<file path="src/rtl/demux32_1to2_buf_if.sv">
// Handshake bundle between one producer and the two consumers of the
// buffered 1-to-2 word router.
//   slave  : the router's view of the bundle
//   master : the environment's view (producer plus both consumers)
interface demux32_1to2_buf_if #(
    parameter int WIDTH = 32,
    parameter int DEPTH = 2
);
    localparam int CW = $clog2(DEPTH + 1);

    logic [WIDTH-1:0] in;
    logic             in_sel;
    logic             in_valid;
    logic             in_ready;

    logic [WIDTH-1:0] out0;
    logic             out0_valid;
    logic             out0_ready;
    logic [CW-1:0]    count0;

    logic [WIDTH-1:0] out1;
    logic             out1_valid;
    logic             out1_ready;
    logic [CW-1:0]    count1;

    modport slave (
        input  in, in_sel, in_valid, out0_ready, out1_ready,
        output in_ready, out0, out0_valid, count0, out1, out1_valid, count1
    );

    modport master (
        output in, in_sel, in_valid, out0_ready, out1_ready,
        input  in_ready, out0, out0_valid, count0, out1, out1_valid, count1
    );
endinterface

</file>
<file path="src/rtl/demux32_1to2_buf.sv">
// Buffered 1-to-2 word router. Each incoming word is steered by in_sel
// into one of two independent DEPTH-entry FIFOs, each drained by its own
// consumer under valid/ready, so a stalled consumer never blocks or
// corrupts the other one's traffic.
module demux32_1to2_buf #(
    parameter int WIDTH = 32,
    parameter int DEPTH = 2
) (
    input  logic                clk,
    input  logic                rst_n,
    demux32_1to2_buf_if.slave   bus
);
    localparam int PW = (DEPTH > 1) ? $clog2(DEPTH) : 1;
    localparam int CW = $clog2(DEPTH + 1);

    // Per-FIFO views so both FIFOs can be built by one generate loop.
    logic             out_ready_arr [2];
    logic             full_arr      [2];
    logic [WIDTH-1:0] head_arr      [2];
    logic [CW-1:0]    count_arr     [2];
    logic             in_ready;

    assign out_ready_arr[0] = bus.out0_ready;
    assign out_ready_arr[1] = bus.out1_ready;

    // Acceptance looks only at the selected FIFO's registered fill level,
    // so a pop in the same cycle never frees room for a push (no
    // combinational path from the consumer ready signals to in_ready).
    assign in_ready     = rst_n && !full_arr[bus.in_sel];
    assign bus.in_ready = in_ready;

    genvar gi;
    generate
        for (gi = 0; gi < 2; gi++) begin : g_fifo
            logic [WIDTH-1:0] mem_reg [DEPTH];
            logic [PW-1:0]    wr_ptr_reg;
            logic [PW-1:0]    rd_ptr_reg;
            logic [CW-1:0]    count_reg;
            logic [CW-1:0]    count_next;
            logic             push;
            logic             pop;

            assign push = bus.in_valid && in_ready && (bus.in_sel == 1'(gi));
            // A ready from the consumer while empty is simply ignored.
            assign pop  = (count_reg != '0) && out_ready_arr[gi];

            // Occupancy: push alone grows, pop alone shrinks, both cancel.
            always_comb begin
                count_next = count_reg;
                if (push && !pop) begin
                    count_next = count_reg + 1'b1;
                end else if (pop && !push) begin
                    count_next = count_reg - 1'b1;
                end
            end

            // Storage write; contents need no reset since the head is
            // masked to zero whenever the FIFO is empty.
            always_ff @(posedge clk) begin
                if (push) begin
                    mem_reg[wr_ptr_reg] <= bus.in;
                end
            end

            // Pointer and occupancy state; reset drops all buffered words.
            always_ff @(posedge clk or negedge rst_n) begin
                if (!rst_n) begin
                    wr_ptr_reg <= '0;
                    rd_ptr_reg <= '0;
                    count_reg  <= '0;
                end else begin
                    if (push) begin
                        wr_ptr_reg <= wr_ptr_reg + 1'b1;
                    end
                    if (pop) begin
                        rd_ptr_reg <= rd_ptr_reg + 1'b1;
                    end
                    count_reg <= count_next;
                end
            end

            assign full_arr[gi]  = (count_reg == CW'(DEPTH));
            assign count_arr[gi] = count_reg;
            assign head_arr[gi]  = (count_reg != '0) ? mem_reg[rd_ptr_reg] : '0;
        end
    endgenerate

    assign bus.out0       = head_arr[0];
    assign bus.out1       = head_arr[1];
    assign bus.out0_valid = (count_arr[0] != '0);
    assign bus.out1_valid = (count_arr[1] != '0);
    assign bus.count0     = count_arr[0];
    assign bus.count1     = count_arr[1];
endmodule

</file>
<file path="src/flat_wrapper.sv">
// flat-port wrapper written by rule: the top's interface ports become plain ports
module demux32_1to2_buf_flat 
#(
    parameter int WIDTH = 32,
    parameter int DEPTH = 2
)
  (clk, rst_n, bus_in, bus_in_sel, bus_in_valid, bus_out0_ready, bus_out1_ready, bus_in_ready, bus_out0, bus_out0_valid, bus_count0, bus_out1, bus_out1_valid, bus_count1);
  demux32_1to2_buf_if #(.WIDTH(WIDTH), .DEPTH(DEPTH)) bus_i ();
  input  logic clk;
  input  logic rst_n;
  input wire logic [$bits(bus_i.in)-1:0] bus_in;
  input wire logic [$bits(bus_i.in_sel)-1:0] bus_in_sel;
  input wire logic [$bits(bus_i.in_valid)-1:0] bus_in_valid;
  input wire logic [$bits(bus_i.out0_ready)-1:0] bus_out0_ready;
  input wire logic [$bits(bus_i.out1_ready)-1:0] bus_out1_ready;
  output wire logic [$bits(bus_i.in_ready)-1:0] bus_in_ready;
  output wire logic [$bits(bus_i.out0)-1:0] bus_out0;
  output wire logic [$bits(bus_i.out0_valid)-1:0] bus_out0_valid;
  output wire logic [$bits(bus_i.count0)-1:0] bus_count0;
  output wire logic [$bits(bus_i.out1)-1:0] bus_out1;
  output wire logic [$bits(bus_i.out1_valid)-1:0] bus_out1_valid;
  output wire logic [$bits(bus_i.count1)-1:0] bus_count1;
  assign bus_i.in = bus_in;
  assign bus_i.in_sel = bus_in_sel;
  assign bus_i.in_valid = bus_in_valid;
  assign bus_i.out0_ready = bus_out0_ready;
  assign bus_i.out1_ready = bus_out1_ready;
  assign bus_in_ready = bus_i.in_ready;
  assign bus_out0 = bus_i.out0;
  assign bus_out0_valid = bus_i.out0_valid;
  assign bus_count0 = bus_i.count0;
  assign bus_out1 = bus_i.out1;
  assign bus_out1_valid = bus_i.out1_valid;
  assign bus_count1 = bus_i.count1;
  demux32_1to2_buf #(.WIDTH(WIDTH), .DEPTH(DEPTH)) u_core (.clk(clk), .rst_n(rst_n), .bus(bus_i));
endmodule
</file>
<file path="config.mk">
export PLATFORM = sky130hd
export DESIGN_NAME = demux32_1to2_buf_flat
export DESIGN_NICKNAME = d
export VERILOG_FILES = /design/src/rtl/demux32_1to2_buf_if.sv /design/src/rtl/demux32_1to2_buf.sv /design/src/flat_wrapper.sv
export SDC_FILE = /design/constraint.sdc
export NUM_CORES = 1
export LEC_CHECK = 0
export BUFFER_PORTS_ARGS = -buffer_cell sky130_fd_sc_hd__buf_2
export CORE_UTILIZATION = 45
export DETAILED_ROUTE_END_ITERATION = 8
export PLACE_DENSITY = 0.65
export SYNTH_ARGS = -nofsm -noshare
export SYNTH_HDL_FRONTEND = slang
export SYNTH_SLANG_ARGS = --single-unit
export TNS_END_PERCENT = 1
</file>
<file path="constraint.sdc">
create_clock -name clk -period 3 [get_ports clk]
set_input_delay 0.6 -clock clk [delete_from_list [all_inputs] [get_ports clk]]
set_output_delay 0.6 -clock clk [all_outputs]
set_load 0.005 [all_outputs]
</file>
==> flow_summary_export.csv, run 1 <==
group,metric,value,unit
run_status,status,"finished, final reports clean",
detailed_routing,drt_iter0_markers,149,
clocking,postCtsHoldBufs,0,
clocking,cts_buffers,17,
global_routing,grt-ovfl-total,0,
synth,synth_seq_area_share,77.3,%
floorplanning,io-pin-count,109,
critical_path,path_delay_family,"simple AND/OR/NAND/NOR gates",
place,numPortBuffers,108,
global_routing,grt_pass1_vias,2844,
finish,final_common_cell,"edfxtp_1",
finish,final_area,0.00651,mm^2
finish,layout_common_cells,"edfxtp_1, buf_2, nor2_1, mux2i_1, clkbuf_16",
sta,max_freq,410,MHz
sta,tightest_slew,0.601,ns
job,drv_cap,0,
sta,rsz0062_at_grt,"no",
sta,maxSlewViolCount,0,
sta,fin_crit,2.44,ns
floorplanning,coreArea,0.0114,mm^2
synth,syn_area_per_cell,16.9,um^2
floorplanning,dieWidth,110,um
synth,syn_area,0.00523,mm^2
critical_path,start_kind,"flop",
global_routing,grt_max_degree,34,
sta,relSlewSlack,60.0,%
finish,drive_gt1_share,34.3,%
critical_path,cpPeakStageDelay,0.45,ns
detailed_routing,dr.pass1.iters,5,
sta,tns,0,ns
clocking,cts_htree_levels,4,
floorplanning,start_util,46.0,%
worst_hold_path,hold_class,"in2async",
clocking,cts_buffer_depth,2,
detailed_routing,wl_per_cell,17.2,um
clocking,path_clk_slew,0.05,ns
clocking,cts_resized,0,
global_routing,grt_pass1_wl,15.1,mm
power_and_ir_drop,peakVddDrop,424,uV
finish,postLayoutCoreUtil,57.3,%
global_routing,antenna_found_initial,0,
critical_path,r2r_start,"u_core.bus.count0[0]$_DFFE_PN0P_",
floorplanning,die-area,0.0121,mm^2
sta,timing.final.hold_violations,0,
finish,area_growth,24.5,%
power_and_ir_drop,pwr_density_cell,934,mW/mm^2
power_and_ir_drop,p_leak,2.65,nW
critical_path,cp_cell_sequence,"nor2_4, buf_4, nor2_1, buf_2",
floorplanning,rows,39,
clocking,cts_sinks,136,
detailed_routing,drt_wl_total,10.0,mm
critical_path,critPathKind,"reg2out",
critical_path,crit_slowest_cell,"dfrtp_1",
synth,netlist_instances,310,
critical_path,endpoint_kind,"output port",
place,place_area,0.00597,mm^2
finish,antennaDiodeCount,0,
finish,layout.nets,471,
critical_path,crit_buf_inv,2,
detailed_routing,via_per_inst,4.98,
clocking,root_buffer,"clkbuf_16",
critical_path,crit_path_max_fanout,18,
critical_path,r2r_end,"u_core.g_fifo[0].mem_reg[0][28]$_DFFE_PP_",
global_routing,grt_use_total,17.9,%
critical_path,rr_worst_depth,4,
detailed_routing,ant_nets,0,
critical_path,crit_arrival,1.84,ns
clocking,postCtsSetupBuffers,0,
synth,synth_nets,350,
synth,synth-warning-count,0,
synth,ys_ff_latch,136,
critical_path,crit_required,2.40,ns
detailed_routing,routed-via-count,2901,
sta,setup-violations-final,0,
clocking,clk_latency,0.41,ns
clocking,cts_tree,"built",
sta,finalCritPeriodShare,81.3,%
synth,ys_types,17,
sta,finalClockSkew,0.00658,ns
finish,largest_register_ffs,128,
floorplanning,die_h,110,um
place,dp_hpwl,6.15,mm
critical_path,r2r_slack,0.98,ns
place,gp_congestion,0.722,
detailed_routing,route.detailed.drc,0,
==> layer usage <==
layer / global-route usage [%] / vias to the layer above / part of all wire [%]
li1: - / 1370 / -
met1: 22.3 / 1443 / 43
met2: 29.2 / 77 / 51
met3: 5.33 / 11 / 4.2
met4: 7.62 / 0 / 1.5
met5: 0 / - / 0
==> stage by stage <==
step | setup WS, ns | hold WS [ns] | instances | power, mW
6_report | 0.561 | 0.0396 | 583 | 6.08
5_1_grt | 0.393 | 0.0326 | 583 | 6.42
4_1_cts | 0.507 | 0.0277 | 583 | 6.16
3_5_place_dp | 0.716 | 0.467 | 555 | 4.25
3_3_place_gp | 0.764 | 0.460 | 555 | 4.22
2_1_floorplan | 0.200 | 0.304 | 310 | 3.47
==> worst max path at each step <==
stage	startpoint	slack [ns]	endpoint	cells past startpoint
after floorplan	bus_in_sel	0.20	u_core.g_fifo[0].mem_reg[0][0]$_DFFE_PP_	2
after global placement	rst_n	0.76	u_core.g_fifo[0].mem_reg[0][18]$_DFFE_PP_	4
after global routing	u_core.bus.count1[0]$_DFFE_PN0P_	0.39	bus_out1[18]	4
final	u_core.bus.count1[0]$_DFFE_PN0P_	0.56	bus_out1[18]	4
after CTS	u_core.bus.count1[0]$_DFFE_PN0P_	0.51	bus_out1[18]	4
after detailed placement	rst_n	0.72	u_core.g_fifo[0].mem_reg[0][29]$_DFFE_PP_	4
==> synthesized netlist by cell type <==
master    count  area [um^2]
edfxtp_1    128         3840
nor2_1       68          255
mux2i_1      65          651
buf_2         8         40.0
dfrtp_1       8          200
buf_4         6         45.0
xnor2_1       5         43.8
xor2_1        5         43.8
inv_1         4         15.0
ha_1          2         25.0
nand2_1       2         7.51
nand2b_1      2         12.5
nor2_2        2         12.5
nor2b_1       2         12.5
and2_1        1         6.26
and4b_2       1         11.3
nand4_1       1         6.26
==> cell families after synthesis <==
| group | Yosys count | synth area share (%) |
|---|---|---|
| XOR/XNOR | 10 | 1.67 |
| multiplexers | 65 | 12.4 |
| buffers and inverters | 18 | 1.91 |
| adder cells (fa/ha/maj) | 2 | 0.478 |
| flip-flops | 136 | 77.3 |
| AND/OR/NAND/NOR | 79 | 6.19 |
==> where the power goes <==
group          switching (mW)  internal, mW  leakage, nW  total, mW
combinational           0.955         0.800         1.13       1.76
clock                   0.713          1.19        0.261       1.90
sequential              0.154          2.27         1.25       2.42
==> area by class of cell <==
type / instances / area (um^2)
Sequential cell: 136 / 4050
Tap cell: 143 / 179
Fill cell: 882 / 4860
Inverter: 4 / 15.0
Clock buffer: 17 / 425
Clock inverter: 11 / 111
Timing Repair Buffer: 116 / 613
Multi-Input combinational cell: 156 / 1120
Note: power is estimated with default switching activity, not from simulation.
==> inputs of run 2 (changes only) <==
ABC_AREA = 1   (was unset)
clock period = 2.5 ns   (was 3 ns; I/O delays follow)
==> run 2 against run 1 <==
  * Sequential share of layout area shrank 1.5 points
  * Utilization grew 2.9 points
  * Clock power grew 54%
  * Sequential cell count is the same
  * Final cell count grew 14%
  * Synthesized cell count grew 26%
  * Clock skew grew 0.0033 ns
  * Via count grew 16%
  * Combinational power grew 31%
  * Power grew 32%
  * Largest cell class unchanged
  * Count of clock-buffer cells in the layout grew 3
  * Non-clock buffer count grew 5
  * Highest routed layer unchanged
==> flow_summary_export.csv, run 2 <==
group,metric,value,unit
run_status,status,"finished, final reports clean",
power_and_ir_drop,p_seq_share,35.2,%
power_and_ir_drop,power_switching,2.46,mW
global_routing,grt_pass1_wl,17.0,mm
finish,fill_cells,887,
synth,synth_area_leaders,"edfxtp_1, nand2_1, a21oi_1, dfrtp_1, buf_2",
critical_path,r2r_start,"u_core.bus.count0[0]$_DFFE_PN0P_",
clocking,postCtsSetupBuffers,0,
floorplanning,coreArea,0.0111,mm^2
power_and_ir_drop,intPower,5.58,mW
global_routing,antenna_found_initial,0,
synth,synth_ff_type,"edfxtp_1",
critical_path,r2r_slack,0.65,ns
sta,maxSlewViolCount,0,
finish,largest_register_ffs,128,
worst_hold_path,hold_start,"bus_in[10]",
worst_hold_path,hold_depth,1,
power_and_ir_drop,p_leak,2.67,nW
finish,postLayoutCoreUtil,60.2,%
synth,async_flop_share,5.88,%
floorplanning,io-pin-count,109,
sta,relSlewSlack,56.0,%
clocking,cts_tree,"built",
critical_path,crit_required,2.00,ns
sta,tns,0,ns
finish,final_area,0.00667,mm^2
synth,syn_area,0.00521,mm^2
finish,layout.nets,552,
clocking,cts_sinks,136,
detailed_routing,route.detailed.drc,0,
clocking,cts_htree_levels,4,
finish,multi_input_area,0.00104,mm^2
finish,area_growth,28.0,%
global_routing,grt_use_total,19.8,%
clocking,path_clk_slew,0.06,ns
synth,synth_edf_count,128,
worst_hold_path,min_to,"u_core.g_fifo[1].mem_reg[1][10]$_DFFE_PP_",
detailed_routing,ant_nets,0,
finish,drive_gt1_share,31.8,%
floorplanning,die-area,0.0120,mm^2
floorplanning,die_h,110,um
floorplanning,rows,38,
critical_path,rr_worst_depth,7,
synth,synth_common_cells,"nand2_1, edfxtp_1, a21oi_1",
power_and_ir_drop,swShare,30.6,%
place,numPortBuffers,108,
sta,tightest_slew,0.660,ns
sta,setup-violations-final,0,
critical_path,endpoint_kind,"output port",
synth,yosysMostFrequentCell,"nand2_1",
detailed_routing,wl_per_cell,16.7,um
power_and_ir_drop,p_comb_share,28.6,%
sta,finalClockSkew,0.00986,ns
place,place_ws,0.560,ns
clocking,cts_buffers,17,
detailed_routing,via_per_inst,5.05,
power_and_ir_drop,pwr_density_cell,1210,mW/mm^2
sta,max_freq,429,MHz
sta,timing.final.hold_violations,0,
synth,synth_top_area_share,73.8,%
global_routing,grt-ovfl-total,0,
critical_path,crit_path_max_fanout,17,
critical_path,start_kind,"flop",
critical_path,r2r_end,"u_core.bus.count0[1]$_DFFE_PN0P_",
sta,fin_crit,2.33,ns
global_routing,grt_max_degree,34,
place,dp_hpwl,6.97,mm
detailed_routing,routed-via-count,3360,
finish,antennaDiodeCount,0,
synth,synth_nets,432,
synth,ys_types,19,
sta,setup_slack,0.168,ns
detailed_routing,drt_wl_total,11.1,mm
synth,synth_seq_area_share,77.6,%
synth,netlist_instances,392,
detailed_routing,dr.pass1.iters,4,
power_and_ir_drop,peakVddDrop,822,uV
worst_hold_path,hold_class,"in2reg",
finish,final_common_cell,"nand2_1",
sta,hold_ws,0.306,ns
global_routing,grt_pass1_vias,3288,
clocking,clk_latency,0.41,ns
power_and_ir_drop,p_clk_share,36.3,%
detailed_routing,drt_iter0_markers,210,
critical_path,critPathKind,"reg2out",
sta,finalCritPeriodShare,93.3,%
synth,yosysTopAreaCell,"edfxtp_1",
clocking,root_buffer,"clkbuf_16",
floorplanning,start_util,47.0,%
place,gp_congestion,0.742,
job,drv_cap,0,
finish,layout_common_cells,"nand2_1, edfxtp_1, buf_2, a21oi_1, clkbuf_16",
place,place_area,0.00596,mm^2
critical_path,crit_arrival,1.83,ns
synth,syn_area_per_cell,13.3,um^2
finish,regArea,0.00404,mm^2
floorplanning,dieWidth,110,um
clocking,cts_buffer_depth,2,
sta,rsz0062_at_grt,"no",
synth,ys_ff_latch,136,
synth,synth-warning-count,0,
## run 2: cell count changes after synthesis, sizes merged, moves of 3 or more
cell,change
nand3,+3
buf,+6
inv,+9
a21oi,+66
nand2,+132
mux2i,-65
nor2,-63
## run 2: timing repair
action,CTS,global route
hold buffers,1,0
endpoints found under the hold margin,8,0
gates resized for setup,0,0
## run 2: cells by family (layout without fill, tap and decap cells)
kind of cell             count (synthesis)  count (layout)  synth area share [%]
AO/OA/AOI/OAI                           68              68                  6.53
XOR/XNOR                                 7               7                  1.18
adder cells (fa/ha/maj)                  2               2                 0.480
buffers and inverters                   33             166                  2.86
flip-flops                             136             136                  77.6
AND/OR/NAND/NOR                        146             146                  11.3
## run 2: how the worst max path moves through the flow
stage | end | from
5_1_grt | bus_out0[6] | u_core.g_fifo[0].rd_ptr_reg$_DFFE_PN0P_
2_1_floorplan | u_core.g_fifo[0].mem_reg[0][0]$_DFFE_PP_ | bus_in_sel
6_report | bus_out0[31] | u_core.bus.count0[0]$_DFFE_PN0P_
3_3_place_gp | bus_out0[31] | u_core.bus.count0[0]$_DFFE_PN0P_
4_1_cts | bus_out0[11] | u_core.bus.count0[0]$_DFFE_PN0P_
3_5_place_dp | u_core.bus.count1[1]$_DFFE_PN0P_ | rst_n
## run 2: worst max-delay path, stage by stage, from the launching register on
cell,delay [ns]
dfrtp_1,0.47
nor2_4,0.41
buf_4,0.33
a21oi_1,0.07
buf_2,0.14
## run 2: routing by layer
| layer | global-route usage [%] | vias up | wire (um) |
|---|---|---|---|
| met5 | 0 | - | 0 |
| met1 | 24.8 | 1651 | 4850 |
| met2 | 32.5 | 86 | 5660 |
| li1 | - | 1612 | - |
| met4 | 8.48 | 0 | 142 |
| met3 | 5.22 | 11 | 445 |
## run 2: area by class of cell
cell class / instances / share of cell area [%]
multi-input cells: 223 / 15.7
clock buffers: 20 / 6.85
well taps: 140 / 2.63
flip-flops and latches: 136 / 60.6
clock inverters: 12 / 3.68
repair buffers: 121 / 9.80
inverters: 13 / 0.732
## run 2: power by group through the flow
stage	logic (mW)	clock network (mW)	registers, mW
2_1_floorplan	1.28	0	2.85
3_3_place_gp	2.28	0	2.87
3_5_place_dp	2.32	0	2.87
4_1_cts	2.33	2.95	2.83
5_1_grt	2.57	3.05	2.85
6_report	2.30	2.92	2.83
## run 2: through the flow
step | std cells | total power [mW]
floorplan | 392 | 4.12
global placement | 632 | 5.15
detailed placement | 632 | 5.19
CTS | 665 | 8.11
global route | 665 | 8.47
finish | 665 | 8.04
==> inputs of run 3 (changes only) <==
clock period = 2.73 ns   (was 2.5 ns; I/O delays follow)
==> run 3 against run 2 <==
  * Clock power down 28%
  * First-iteration DRC count fell by 3.3%
  * Die area is the same
  * Critical endpoint is now bus_out0[5]
  * Sequential power is 8.5% lower
==> flow_summary_export.csv, run 3 (synthesized netlist as in run 2, its figures left out) <==
group,metric,value,unit
run_status,status,"finished, final reports clean",
critical_path,cpPeakStageDelay,0.46,ns
detailed_routing,route.detailed.drc,0,
sta,setup-violations-final,0,
sta,maxSlewViolCount,0,
clocking,cts_resized,0,
floorplanning,die-area,0.0120,mm^2
detailed_routing,via_per_inst,5.01,
detailed_routing,drt_wl_total,11.2,mm
job,drv_cap,0,
critical_path,critPathKind,"reg2out",
floorplanning,dieWidth,110,um
sta,relSlewSlack,57.1,%
critical_path,r2r_start,"u_core.bus.count0[0]$_DFFE_PN0P_",
clocking,postCtsHoldBufs,1,
clocking,cts_tree,"built",
clocking,cts_htree_levels,4,
power_and_ir_drop,pwr_density_cell,1040,mW/mm^2
critical_path,crit_slowest_cell,"inv_2",
finish,layout.nets,554,
sta,max_freq,426,MHz
floorplanning,coreArea,0.0111,mm^2
finish,antennaDiodeCount,0,
place,numPortBuffers,108,
sta,tightest_slew,0.642,ns
floorplanning,rows,38,
critical_path,cp_cell_sequence,"inv_2, nand2_1, a21oi_1, buf_2",
power_and_ir_drop,p_leak,2.60,nW
critical_path,crit_start,"u_core.g_fifo[0].rd_ptr_reg$_DFFE_PN0P_",
critical_path,rr_worst_depth,7,
clocking,cts_buffer_depth,2,
critical_path,crit_arrival,1.80,ns
clocking,path_clk_slew,0.06,ns
critical_path,endpoint_kind,"output port",
sta,hold_ws,0.351,ns
clocking,clk_latency,0.41,ns
place,dp_hpwl,7.23,mm
critical_path,endpoint,"bus_out0[5]",
floorplanning,io-pin-count,109,
global_routing,grt_max_degree,34,
clocking,root_buffer,"clkbuf_16",
critical_path,r2r_slack,0.91,ns
finish,drive_gt1_share,30.7,%
critical_path,start_kind,"flop",
floorplanning,start_util,47.0,%
sta,tns,0,ns
sta,rsz0062_at_grt,"no",
sta,finalCritPeriodShare,85.9,%
finish,largest_register_ffs,128,
critical_path,r2r_end,"u_core.bus.count0[1]$_DFFE_PN0P_",
worst_hold_path,hold_class,"in2reg",
finish,area_growth,25.0,%
sta,fin_crit,2.35,ns
detailed_routing,routed-via-count,3341,
global_routing,grt_pass1_vias,3186,
sta,finalClockSkew,0.0116,ns
detailed_routing,drt_iter0_markers,203,
finish,final_common_cell,"nand2_1",
detailed_routing,wl_per_cell,16.8,um
clocking,cts_sinks,136,
detailed_routing,ant_nets,0,
clocking,postCtsSetupBuffers,0,
sta,timing.final.hold_violations,0,
critical_path,crit_required,2.18,ns
finish,layout_common_cells,"nand2_1, edfxtp_1, buf_2, a21oi_1, clkbuf_16",
global_routing,grt_use_total,20.0,%
detailed_routing,dr.pass1.iters,5,
global_routing,antenna_found_initial,1,
place,gp_congestion,0.719,
global_routing,grt_pass1_wl,17.0,mm
finish,postLayoutCoreUtil,58.8,%
power_and_ir_drop,peakVddDrop,845,uV
critical_path,crit_path_max_fanout,33,
global_routing,grt-ovfl-total,0,
clocking,cts_buffers,17,
floorplanning,die_h,110,um
-- run 3: changes by cell type in the layout (fill, tap and decap cells not counted), sizes merged --
cell,change
bufinv,-5
buf,+2
clkinv,+7
clkbuf,-2
-- run 3: worst max-delay path: cells and delay by family (launching register included) --
kind	cells	cell delay, ns
buffers and inverters	2	0.63
and+or+nand+nor	1	0.10
DFF	1	0.38
AOI/OAI and AO/OA	1	0.25
-- run 3: cell type report --
class | instances | area (um^2)
timing repair buffer | 123 | 656
sequential | 136 | 4040
clock inverter | 14 | 114
tap | 140 | 175
multi-input combinational | 223 | 1040
fill | 907 | 4570
clock buffer | 18 | 429
inverter | 13 | 48.8
-- run 3: worst min path at each step --
stage | startpoint | slack, ns | to | cells after the start
final | bus_in[10] | 0.35 | u_core.g_fifo[0].mem_reg[0][10]$_DFFE_PP_ | 1
after global routing | bus_in[10] | 0.34 | u_core.g_fifo[0].mem_reg[0][10]$_DFFE_PP_ | 1
after CTS | bus_in[2] | 0.34 | u_core.g_fifo[1].mem_reg[0][2]$_DFFE_PP_ | 1
after detailed placement | rst_n | 0.42 | u_core.bus.count0[1]$_DFFE_PN0P_ | 1
after global placement | rst_n | 0.42 | u_core.bus.count0[1]$_DFFE_PN0P_ | 1
after floorplan | rst_n | 0.25 | u_core.bus.count0[0]$_DFFE_PN0P_ | 0
-- run 3: routing by layer --
layer | share of wire, % | GRT usage, %
met1 | 41 | 25.7
met2 | 52 | 32.5
met3 | 6.7 | 6.52
met4 | 0.49 | 6.29
met5 | 0.089 | 0
-- run 3: per-stage QoR --
step | worst slack [ns] | total power [mW] | instance area (um^2) | instances
finish | 0.384 | 6.77 | 6510 | 667
global route | 0.251 | 7.16 | 6510 | 667
CTS | 0.351 | 6.85 | 6510 | 667
detailed placement | 0.771 | 4.75 | 5960 | 634
global placement | 0.805 | 4.72 | 5960 | 634
floorplan | 0.0178 | 3.78 | 5210 | 392
-- run 3: where the power goes --
| group | internal [mW] | switching, mW | total [mW] |
|---|---|---|---|
| combinational | 0.785 | 1.30 | 2.09 |
| clock | 1.31 | 0.781 | 2.09 |
| sequential | 2.48 | 0.104 | 2.59 |
